`config.mk`:
```
export PLATFORM = sky130hd
export DESIGN_NAME = buffer_rx
export DESIGN_NICKNAME = d
export VERILOG_FILES = /design/src/rtl/buffer_rx.sv
export SDC_FILE = /design/constraint.sdc
export NUM_CORES = 1
export LEC_CHECK = 0
export CORE_MARGIN = 5
export CORE_UTILIZATION = 35
export CTS_BUF_LIST = sky130_fd_sc_hd__clkbuf_4 sky130_fd_sc_hd__clkbuf_8
export DETAILED_ROUTE_END_ITERATION = 7
export GPL_ROUTABILITY_DRIVEN = 0
export REMOVE_ABC_BUFFERS = 1
export SLEW_MARGIN = 20
export SYNTH_ARGS = -nofsm -noshare
export SYNTH_HDL_FRONTEND = slang
export SYNTH_SLANG_ARGS = --single-unit
```
`constraint.sdc`:
```
create_clock -name clk -period 2.5 [get_ports clk]
set_input_delay 0.25 -clock clk [delete_from_list [all_inputs] [get_ports clk]]
set_output_delay 0.25 -clock clk [all_outputs]
set_load 0.005 [all_outputs]
```
`src/rtl/buffer_rx.sv`:
```
// Receive decoder for the 2-bit buffer symbol stream; assembles MSB-first words.
// Optional even-parity trailer symbol enabled by BUFFER_RX_PARITY_EN.
module buffer_rx #(
    parameter int DATA_W  = 8,
    parameter int MAX_GAP = 3
) (
    input  logic              clk,
    input  logic              reset,
    input  logic [1:0]        in,
    output logic [DATA_W-1:0] word,
    output logic              valid,
    output logic              err,
    output logic [1:0]        err_code,
    output logic              busy,
    output logic [7:0]        frame_cnt
);

    localparam int CW = $clog2(DATA_W + 1);
    localparam int GW = $clog2(MAX_GAP + 1);

    localparam logic [1:0] SYM_IDLE = 2'b00;
    localparam logic [1:0] SYM_ILL  = 2'b01;

    localparam logic [1:0] E_NONE = 2'b00;
    localparam logic [1:0] E_ILL  = 2'b01;
    localparam logic [1:0] E_GAP  = 2'b10;
`ifdef BUFFER_RX_PARITY_EN
    localparam logic [1:0] E_PAR  = 2'b11;
`endif

`ifdef BUFFER_RX_PARITY_EN
    typedef enum logic [1:0] {
        IDLE = 2'b00,
        RECV = 2'b01,
        PAR  = 2'b10
    } state_t;
`else
    typedef enum logic [1:0] {
        IDLE = 2'b00,
        RECV = 2'b01
    } state_t;
`endif

    state_t            state, state_n;
    logic [DATA_W-1:0] sr, sr_n;
    logic [CW-1:0]     bitcnt, bitcnt_n;
    logic [GW-1:0]     gap, gap_n;
    logic [DATA_W-1:0] word_n;
    logic              valid_n;
    logic              err_n;
    logic [1:0]        code_n;
    logic [7:0]        cnt_n;
    logic [DATA_W-1:0] shifted;

    assign shifted = {sr[DATA_W-2:0], in[0]};
    assign busy    = (state != IDLE);

    always_comb begin
        state_n  = state;
        sr_n     = sr;
        bitcnt_n = bitcnt;
        gap_n    = gap;
        word_n   = word;
        valid_n  = 1'b0;
        err_n    = 1'b0;
        code_n   = E_NONE;
        cnt_n    = frame_cnt;

        unique case (state)
            IDLE: begin
                if (in == SYM_ILL) begin
                    err_n  = 1'b1;
                    code_n = E_ILL;
                end else if (in[1]) begin
                    sr_n     = {{(DATA_W-1){1'b0}}, in[0]};
                    bitcnt_n = CW'(1);
                    gap_n    = '0;
                    state_n  = RECV;
                end
            end
            RECV: begin
                if (in[1]) begin
                    sr_n     = shifted;
                    bitcnt_n = bitcnt + CW'(1);
                    gap_n    = '0;
                    if (bitcnt_n == CW'(DATA_W)) begin
`ifdef BUFFER_RX_PARITY_EN
                        state_n = PAR;
`else
                        word_n   = shifted;
                        valid_n  = 1'b1;
                        cnt_n    = frame_cnt + 8'd1;
                        bitcnt_n = '0;
                        state_n  = IDLE;
`endif
                    end
                end
            end
`ifdef BUFFER_RX_PARITY_EN
            PAR: begin
                if (in[1]) begin
                    // even parity: data bits xor parity bit must be zero
                    if ((^sr ^ in[0]) == 1'b0) begin
                        word_n  = sr;
                        valid_n = 1'b1;
                        cnt_n   = frame_cnt + 8'd1;
                    end else begin
                        err_n  = 1'b1;
                        code_n = E_PAR;
                    end
                    bitcnt_n = '0;
                    gap_n    = '0;
                    state_n  = IDLE;
                end
            end
`endif
            default: state_n = IDLE;
        endcase

        // gap and illegal handling shared by every in-frame state
        if (state != IDLE && !in[1]) begin
            if (in == SYM_IDLE) begin
                gap_n = gap + GW'(1);
                if (gap_n == GW'(MAX_GAP)) begin
                    err_n  = 1'b1;
                    code_n = E_GAP;
                end
            end else begin
                err_n  = 1'b1;
                code_n = E_ILL;
            end
            if (err_n) begin
                sr_n     = '0;
                bitcnt_n = '0;
                gap_n    = '0;
                state_n  = IDLE;
            end
        end
    end

    always_ff @(posedge clk) begin
        if (reset) begin
            state     <= IDLE;
            sr        <= '0;
            bitcnt    <= '0;
            gap       <= '0;
            word      <= '0;
            valid     <= 1'b0;
            err       <= 1'b0;
            err_code  <= E_NONE;
            frame_cnt <= 8'd0;
        end else begin
            state     <= state_n;
            sr        <= sr_n;
            bitcnt    <= bitcnt_n;
            gap       <= gap_n;
            word      <= word_n;
            valid     <= valid_n;
            err       <= err_n;
            err_code  <= code_n;
            frame_cnt <= cnt_n;
        end
    end

endmodule

```
# Word-level counts from Yosys, hierarchy flattened
# Cells that the tools add are included.
# totals
out_inout_bits,21
inputBits,4
register_bits,36
word_cells,63
# classes
n_eq_ne,4
n_reduce_logical,7
mux,38
add_sub_neg,3
bitwise_logic,2
# ops
op,n
$mux 8,5
$mux 2,14
$mux 4,6
$pmux 8 s2,1
$mux 1,9
$add 8x1->8 const B,1
$pmux 2 s2,2
$pmux 4 s2,1
$add 4x1->4 const B,1
$eq 2x1->1 const B,2
$eq 4x4->1 const B,1
$logic_not 2->1,2
$reduce_and 3->1,1
$reduce_or 3->1,1
$add 2x1->2 const B,1
$eq 2x2->1 const B,1
$not 1->1,2
$reduce_bool 2->1,1
$logic_and 1x1->1,1
$logic_not 1->1,1

# Logic depth before layout (Yosys ltp)
# Gate-level depths: netlist of run 1.
# logic_depth
depth_word,8
mapped_depth,7
mapped_depth_nobuf,6

# Worst setup path after synthesis of run 1
# Ideal clock, no wire load.
# synth_path
kind,register to register
from,register bitcnt[0]
to,register frame_cnt[4]
arrival_time_ns,1.732
path_buffers,0
slack_ns,0.697
t_required_ns,2.430
stages_incl_launch_ff,6
synth_period_minus_slack_ns,1.803
setup_ns,0.070
path_cell_list,dfxtp_1 > ha_1 > nand4_2 > a211o_1 > or4_1 > a21oi_1
# synth_between
elab_chain_len,3
# synth_rtl
item,line,text
start: declaration,46,"logic [CW-1:0] bitcnt, bitcnt_n;"
start signal: assignment,155,bitcnt <= bitcnt_n;
$add 4x1->4,84,bitcnt_n = bitcnt + CW'(1);
$eq 4x4->1,86,if (bitcnt_n == CW'(DATA_W)) begin
$reduce_and 3->1 (no source line),--,
end signal: assignment,161,frame_cnt <= cnt_n;
end: declaration,15,output logic [7:0] frame_cnt
# Every way passes these cells.
# A chain may end at the register's enable or synchronous reset.

# Worst setup path after layout of run 1
# Same ends and word-level chain as after synthesis.

==> results.cfg, run 1 <==
[logic_synthesis]
synthCells = 175
avgSynthCellArea_sq_um = 8.52
ys.warnings.count = 0
synth-edff-count = 0
yosys.cell_count.top_type = dfxtp_1
synthTopCellsByCount = dfxtp_1 (35), nand2_1 (33), a21oi_1 (28)
yosysSeqAreaShare_pct = 47.0
synthDominantCellAreaShare_pct = 47.0
yosysTopAreaCell = dfxtp_1
ys_seq_elements = 35
syn_area_sq_mm = 0.00149
synthTopCellsByArea = dfxtp_1 (47%), a21oi_1 (9.4%), nand2_1 (8.3%), nand3_1 (4.0%), ha_1 (3.4%)
synth_cell_type_count = 39
async_flop_share_pct = 0
synthFlopType = dfxtp_1

[cells_and_area]
post-route-util_pct = 47.1
finalNetCount = 211
syn2layout_area_growth_pct = 28.0
drive_gt1_share_pct = 9.80
antenna_cells = 0

[worst_setup_path]
critical_path_required_ps = 2720
worstRegToRegCells = 5
cpPeakStageDelay_ps = 540
r2r-start = bitcnt[0]
path_class = reg -> reg
critPathMaxFanout = 18
slowest_stage = or4_1
cp_cell_sequence = ha_1 > nand4_2 > a211o_1 > or4_1 > a21oi_1
cpLargestDelayFamily = simple AND/OR/NAND/NOR gates
worst_ep_arrival_time_ps = 2350
r2r-end = frame_cnt[4]
cp-end-kind = flop
cp-start-kind = flop
reg2reg_slack_ps = 380
path_buf_inv = 0

[timing]
finalCriticalPeriod_ps = 2120
period_share_pct = 85.0
fin_skew_ps = 5.41
finalSetupViolations = 0
relSlewSlack_pct = 63.5
tightest_slew_ps = 546
fmax_ghz = 0.471
hold_viol = 0
rsz0062_at_grt = no
setup_slack_ps = 376
finalMaxSlewViolations = 0
setup_tns_ps = 0

[route]
drt_pass1_iterations = 4
num_vias = 1322
wire_per_inst_um = 13.1
drtIter0Drc = 53
via_per_inst = 5.20
drc = 0
wl_um = 3330
detail-route-antenna-nets = 0

[power]
p_leak_nw = 0.646
finalPower_mw = 1.14
irDropWorstVdd_mv = 0.208
power_density_mw_per_mm2 = 597

[clock_tree]
cts_setup_buffers = 0
hold_buffers = 0
cts_tree = done
cts_max_level = 2
cts_resized = 0
clkTransAtPathRegs_ps = 80
cts-buffers-inserted = 5
clock_path_buffers = 2
root_buffer = clkbuf_8
clock_latency_ps = 290
cts.sinks = 35

[floorplan]
ios = 25
die_x_um = 75.3
dieArea_sq_mm = 0.00567
fp.dieH_um = 75.3
core_sq_mm = 0.00406
start_util_pct = 36.8
rows = 23

[placed_design]
portBuffers = 24
place_hpwl_um = 2380
dp_slack_ps = 272

[global_routing]
grt_overflow = 0
grt_pass1_wl_um = 5550
grt_max_degree = 21
antenna_found_initial = 0
grt_pass1_vias = 1210
track_usage_pct = 12.8

[flow_run]
maxCapViolations = 0

[hold_path]
whs_path_depth = 2
hold_class = reg -> reg
worstHoldStart = word[3]
hold_end = word[3]

[status]
status = complete, no violations
[power breakdown]
group	switching (mW)	internal, mW	total [mW]
registers	0.00693	0.563	0.570
clock network	0.217	0.297	0.514
logic	0.0329	0.0236	0.0565
total	0.257	0.883	1.14
[cells in the final DEF, fill, tap and decap left out, types with 4 or more instances in the layout]
cell type and n:
a21oi_1 28, dfxtp_1 35, nor2_1 7, o21ai_0 7, clkbuf_8 5, nand3_1 12
ha_1 4, buf_4 5, inv_1 6, nand2_1 33, clkdlybuf4s50_1 24
[through the flow]
step / cells / area (sq um) / hold WS (ps)
detailed placement: 246 / 1800 / 450
global route: 254 / 1910 / 473
CTS: 254 / 1910 / 461
floorplan: 167 / 1460 / 319
global placement: 246 / 1800 / 452
finish: 254 / 1910 / 456
[cells by family after synthesis]
| group | synth area share [%] |
|---|---|
| DFF | 47.0 |
| xor gates and xnor gates | 0.587 |
| other | 0.251 |
| muxes | 1.43 |
| AOI/OAI and AO/OA | 20.1 |
| and+or+nand+nor | 23.4 |
| adders and majority gates | 3.36 |
| buffers and inverters | 3.86 |
[layout make-up]
cell class	count	area [sq um]
clock buffer	5	68.8
clock inverter	3	43.8
fill	396	2150
inverter	6	22.5
multi-input combinational	126	733
sequential	35	701
tap	50	62.6
timing repair buffer	29	278
[state kept, by name, summed over array words and instances (netlist names)]
register,flops
state,2
err_code,2
valid,1
gap,2
err,1
sr,7
bitcnt,4
frame_cnt,8
word,8
[layer usage]
layer	share of wire (%)	GRT usage (%)
met1	46	16.2
met2	46	20.0
met3	6.3	4.14
met4	1.1	5.05
met5	0	0
[tightest hold or removal path: cells and delay by family (launching register included)]
kind               cells  cell delay (ps)
and+or+nand+nor        1               50
DFF                    1              310
AOI/OAI and AO/OA      1               50
[worst max-delay path by stage]
stage / startpoint / end / slack, ps / cells after the start
2_1_floorplan: bitcnt[0] / frame_cnt[4] / 590 / 5
3_3_place_gp: in[1] / frame_cnt[4] / 310 / 5
3_5_place_dp: in[1] / frame_cnt[4] / 270 / 5
4_1_cts: bitcnt[0] / frame_cnt[4] / 380 / 5
5_1_grt: bitcnt[0] / frame_cnt[4] / 160 / 5
6_report: bitcnt[0] / frame_cnt[4] / 380 / 5
Note: power is estimated with default switching activity, not from simulation.
==> run 2, diff against run 1 <==
==> constraint.sdc (replaced) <==
create_clock -name clk -period 1.8 [get_ports clk]
set_input_delay 0.18 -clock clk [delete_from_list [all_inputs] [get_ports clk]]
set_output_delay 0.18 -clock clk [all_outputs]
set_load 0.005 [all_outputs]
==> results.cfg, run 2 (synthesis gave the netlist of run 1 again) <==
[route]
wl_um = 3430
drc = 0
via_per_inst = 5.12
wire_per_inst_um = 12.7
num_vias = 1382
drtIter0Drc = 51
detail-route-antenna-nets = 0
drt_pass1_iterations = 4

[global_routing]
grt_pass1_wl_um = 5680
grt_max_degree = 16
track_usage_pct = 13.0
grt_overflow = 0
grt_pass1_vias = 1269
antenna_found_initial = 0

[worst_setup_path]
r2r-end = frame_cnt[7]
cp_cell_sequence = buf_4 > nand3b_1 > a2111oi_4 > or4b_4 > a21oi_2
cpPeakStageDelay_ps = 500
path_class = reg -> reg
worst_ep_arrival_time_ps = 1980
critPathMaxFanout = 5
cp-start-kind = flop
cp-endpoint = frame_cnt[7]
worstRegToRegCells = 5
critical_path_required_ps = 2030
reg2reg_slack_ps = 50
slowest_stage = or4b_4
cpLargestDelayFamily = simple AND/OR/NAND/NOR gates
cp-startpoint = bitcnt[0]
path_buf_inv = 1
r2r-start = bitcnt[0]
cp.depth = 5
cp-end-kind = flop

[clock_tree]
cts_max_level = 2
cts_tree = done
clock_path_buffers = 2
cts.sinks = 35
clock_latency_ps = 280
cts-buffers-inserted = 5
clkTransAtPathRegs_ps = 70
root_buffer = clkbuf_8
hold_buffers = 0

[power]
p_sw_share_pct = 23.8
p_clk_share_pct = 39.3
seqPwrFrac_pct = 54.3
finalPower_mw = 1.46
p_sw_mw = 0.346
p_leak_nw = 0.721
comb_power_share_pct = 6.4
power_density_mw_per_mm2 = 709
intPower_mw = 1.11
irDropWorstVdd_mv = 0.477

[cells_and_area]
fill_cells = 391
drive_gt1_share_pct = 19.5
reg_top3 = frame_cnt: 8 flops, word: 8 flops, sr: 7 flops
final_cell_mix = nand2_1 (33), dfxtp_1 (33), a21oi_1 (27), clkdlybuf4s50_1 (24), buf_4 (20)
antenna_cells = 0
syn2layout_area_growth_pct = 37.7
final_cells = 270
finalNetCount = 227

[floorplan]
core_sq_mm = 0.00406
start_util_pct = 36.8
ios = 25
dieArea_sq_mm = 0.00567
fp.dieH_um = 75.3
rows = 23
die_x_um = 75.3

[timing]
setup_slack_ps = 45.8
rsz0062_at_grt = yes
finalSetupViolations = 0
fin_skew_ps = 1.83
period_share_pct = 97.5
hold_viol = 0
finalMaxSlewViolations = 0
finalCriticalPeriod_ps = 1750
finalHoldWorstSlack_ps = 457
fmax_ghz = 0.570

[placed_design]
portBuffers = 24
dp_slack_ps = -147
post-place-cells = 260
place_hpwl_um = 2520

[status]
status = complete, no violations

[flow_run]
maxCapViolations = 0

[hold_path]
hold_class = reg -> reg
## run 2: repair_timing
item,CTS,global route
cloned,0,0
pin swaps,1,4
buffers inserted,0,2
endpoints found under the setup margin,3,3
gates resized for setup,1,9
hold endpoints to repair,0,0
## run 2: cell type report
cell class	count	area, sq um	share of cell area [%]
clock buffers	6	76.3	3.72
inverters	6	22.5	1.10
clock inverters	2	12.5	0.609
flip-flops and latches	35	703	34.2
well taps	50	62.6	3.05
multi-input cells	126	774	37.7
repair buffers	45	402	19.6
## run 2: worst register-to-register path: cells and delay by family (launching register included)
family | cells | cell delay, ps
buffers and inverters | 1 | 140
DFF | 1 | 330
AOI/OAI and AO/OA | 2 | 540
and+or+nand+nor | 2 | 690
## run 2: worst min path at each step
stage,from,end,depth (start not counted)
floorplan,reset,frame_cnt[1],1
global placement,sr[6],sr[6],2
detailed placement,sr[6],word[7],2
CTS,word[6],word[6],2
global route,word[5],word[5],2
finish,word[6],word[6],2
## run 2: metrics by stage
step,util (%),instance area (sq um),setup TNS [ps]
4_1_cts,49.1,1990,0
3_3_place_gp,46.9,1900,-315
2_1_floorplan,-,1460,-126
6_report,50.6,2050,0
3_5_place_dp,46.9,1900,-424
5_1_grt,50.6,2050,-49.6
## run 2: routing by layer
layer,global-route usage (%),share of wire [%],vias to the layer above
met5,0,0,-
li1,-,-,702
met1,15.7,46,630
met3,3.74,5.9,11
met4,5.83,2.7,0
met2,21.2,45,39
## run 2: power by group through the flow
stage	clock network, mW	registers (mW)	logic (mW)
floorplan	0	0.810	0.0337
global placement	0	0.806	0.0884
detailed placement	0	0.807	0.0911
finish	0.573	0.790	0.0930
CTS	0.592	0.788	0.0915
global route	0.623	0.791	0.103
==> run 3, diff against run 2 <==
--- a/config.mk
+++ b/config.mk
@@ -6,10 +6,11 @@
 export NUM_CORES = 1
 export LEC_CHECK = 0
 export CORE_MARGIN = 5
-export CORE_UTILIZATION = 35
+export CORE_UTILIZATION = 41
 export CTS_BUF_LIST = sky130_fd_sc_hd__clkbuf_4 sky130_fd_sc_hd__clkbuf_8
 export DETAILED_ROUTE_END_ITERATION = 7
 export GPL_ROUTABILITY_DRIVEN = 0
+export PLACE_DENSITY = 0.67
 export REMOVE_ABC_BUFFERS = 1
 export SLEW_MARGIN = 20
 export SYNTH_ARGS = -nofsm -noshare
==> results.cfg, run 3 (synthesis gave the netlist of run 1 again) <==
[power]
power_density_mw_per_mm2 = 767
p_leak_nw = 0.731
irDropWorstVdd_mv = 0.559

[worst_setup_path]
cp_cell_sequence = buf_6 > a21bo_4 > a211o_4 > or4_1 > a21oi_1
cp-startpoint = bitcnt[1]
slowest_stage = or4_1
critPathMaxFanout = 6
cp-end-kind = flop
r2r-end = frame_cnt[4]
path_buf_inv = 1
r2r-start = bitcnt[1]
cpPeakStageDelay_ps = 460
reg2reg_slack_ps = 30
cp-endpoint = frame_cnt[4]
critical_path_required_ps = 2080
worst_ep_arrival_time_ps = 2050
worstRegToRegCells = 5
cpLargestDelayFamily = compound AO/OA/AOI/OAI gates
path_class = reg -> reg
cp.depth = 5
cp-start-kind = flop

[cells_and_area]
drive_gt1_share_pct = 21.5
syn2layout_area_growth_pct = 40.5
final_common_cell = nand2_1
final_cell_mix = nand2_1 (33), dfxtp_1 (31), a21oi_1 (27), clkdlybuf4s50_1 (24), buf_4 (17)
post-route-util_pct = 58.6
reg_top3 = frame_cnt: 8 flops, word: 8 flops, sr: 7 flops
final_area_sq_mm = 0.00210
antenna_cells = 0
finalNetCount = 226

[floorplan]
fp.dieH_um = 70.3
dieArea_sq_mm = 0.00494
start_util_pct = 41.7
core_sq_mm = 0.00358
ios = 25
die_x_um = 70.3
rows = 22

[global_routing]
grt_overflow = 0
antenna_found_initial = 0
track_usage_pct = 14.9
grt_max_degree = 16
grt_pass1_wl_um = 5890
grt_pass1_vias = 1285

[clock_tree]
clock_path_buffers = 2
cts_max_level = 2
clock_latency_ps = 350
root_buffer = clkbuf_4
clkTransAtPathRegs_ps = 110
cts_tree = done
cts-buffers-inserted = 5
cts.sinks = 35

[timing]
fin_skew_ps = 9.03
rsz0062_at_grt = yes
hold_viol = 0
finalSetupViolations = 0
finalMaxSlewViolations = 0
finalCriticalPeriod_ps = 1770
fmax_ghz = 0.566
period_share_pct = 98.1

[route]
drt_pass1_iterations = 4
drtIter0Drc = 75
wire_per_inst_um = 13.4
detail-route-antenna-nets = 0
wl_um = 3590
drc = 0
num_vias = 1402
via_per_inst = 5.25

[placed_design]
place_hpwl_um = 2510
portBuffers = 24
place_area_sq_mm = 0.00189

[hold_path]
hold_class = reg -> reg

[flow_run]
maxCapViolations = 0

[status]
status = complete, no violations
==> run 3: cell type report <==
type	count	area, sq um
sequential	35	706
timing repair buffer	44	402
clock inverter	2	60.1
inverter	6	22.5
tap	48	60.1
fill	306	1480
clock buffer	6	45.0
multi-input combinational	126	801
==> run 3: worst min-delay path: stages, from the launching register on <==
cell and delay (ps):
dfxtp_1 330, nand2_1 50, a21oi_1 50
==> run 3: worst min path at each step <==
| stage | start | end | slack, ps | cells past startpoint |
|---|---|---|---|---|
| 2_1_floorplan | reset | frame_cnt[1] | 250 | 1 |
| 3_3_place_gp | sr[6] | sr[6] | 450 | 2 |
| 3_5_place_dp | sr[6] | sr[6] | 450 | 2 |
| 4_1_cts | sr[6] | sr[6] | 460 | 2 |
| 5_1_grt | sr[6] | sr[6] | 490 | 2 |
| 6_report | sr[6] | sr[6] | 460 | 2 |
==> run 3: metal layers <==
metal | track usage (%) | routed length [um] | part of all wire [%] | up-vias
li1 | - | - | - | 699
met5 | 0 | 0 | 0 | -
met1 | 17.3 | 1530 | 43 | 667
met4 | 7.02 | 72 | 2.0 | 0
met2 | 24.7 | 1820 | 51 | 30
met3 | 4.46 | 163 | 4.5 | 6
==> run 3: through the flow <==
step                      setup slack [ps]  instances  power [mW]  setup TNS, ps  hold slack [ps]
after global placement               -92.0        257       0.894           -371              449
after floorplan                       -115        167       0.844           -126              249
after CTS                             5.14        265        1.61              0              462
final                                 33.3        267        1.61              0              463
after global routing                 -23.7        267        1.66          -58.3              494
after detailed placement              -151        257       0.897           -668              445
==> run 3: power breakdown <==
group	total (mW)	internal (mW)	switching, mW
clock	0.722	0.448	0.273
sequential	0.791	0.783	0.00807
combinational	0.0957	0.0432	0.0526
==> run 3: timing repair <==
item,4_1_cts,5_1_grt
pin swaps,2,5
setup buffers,0,2
resized for setup,1,17
endpoints found under the setup margin,5,6
hold buffers,0,0
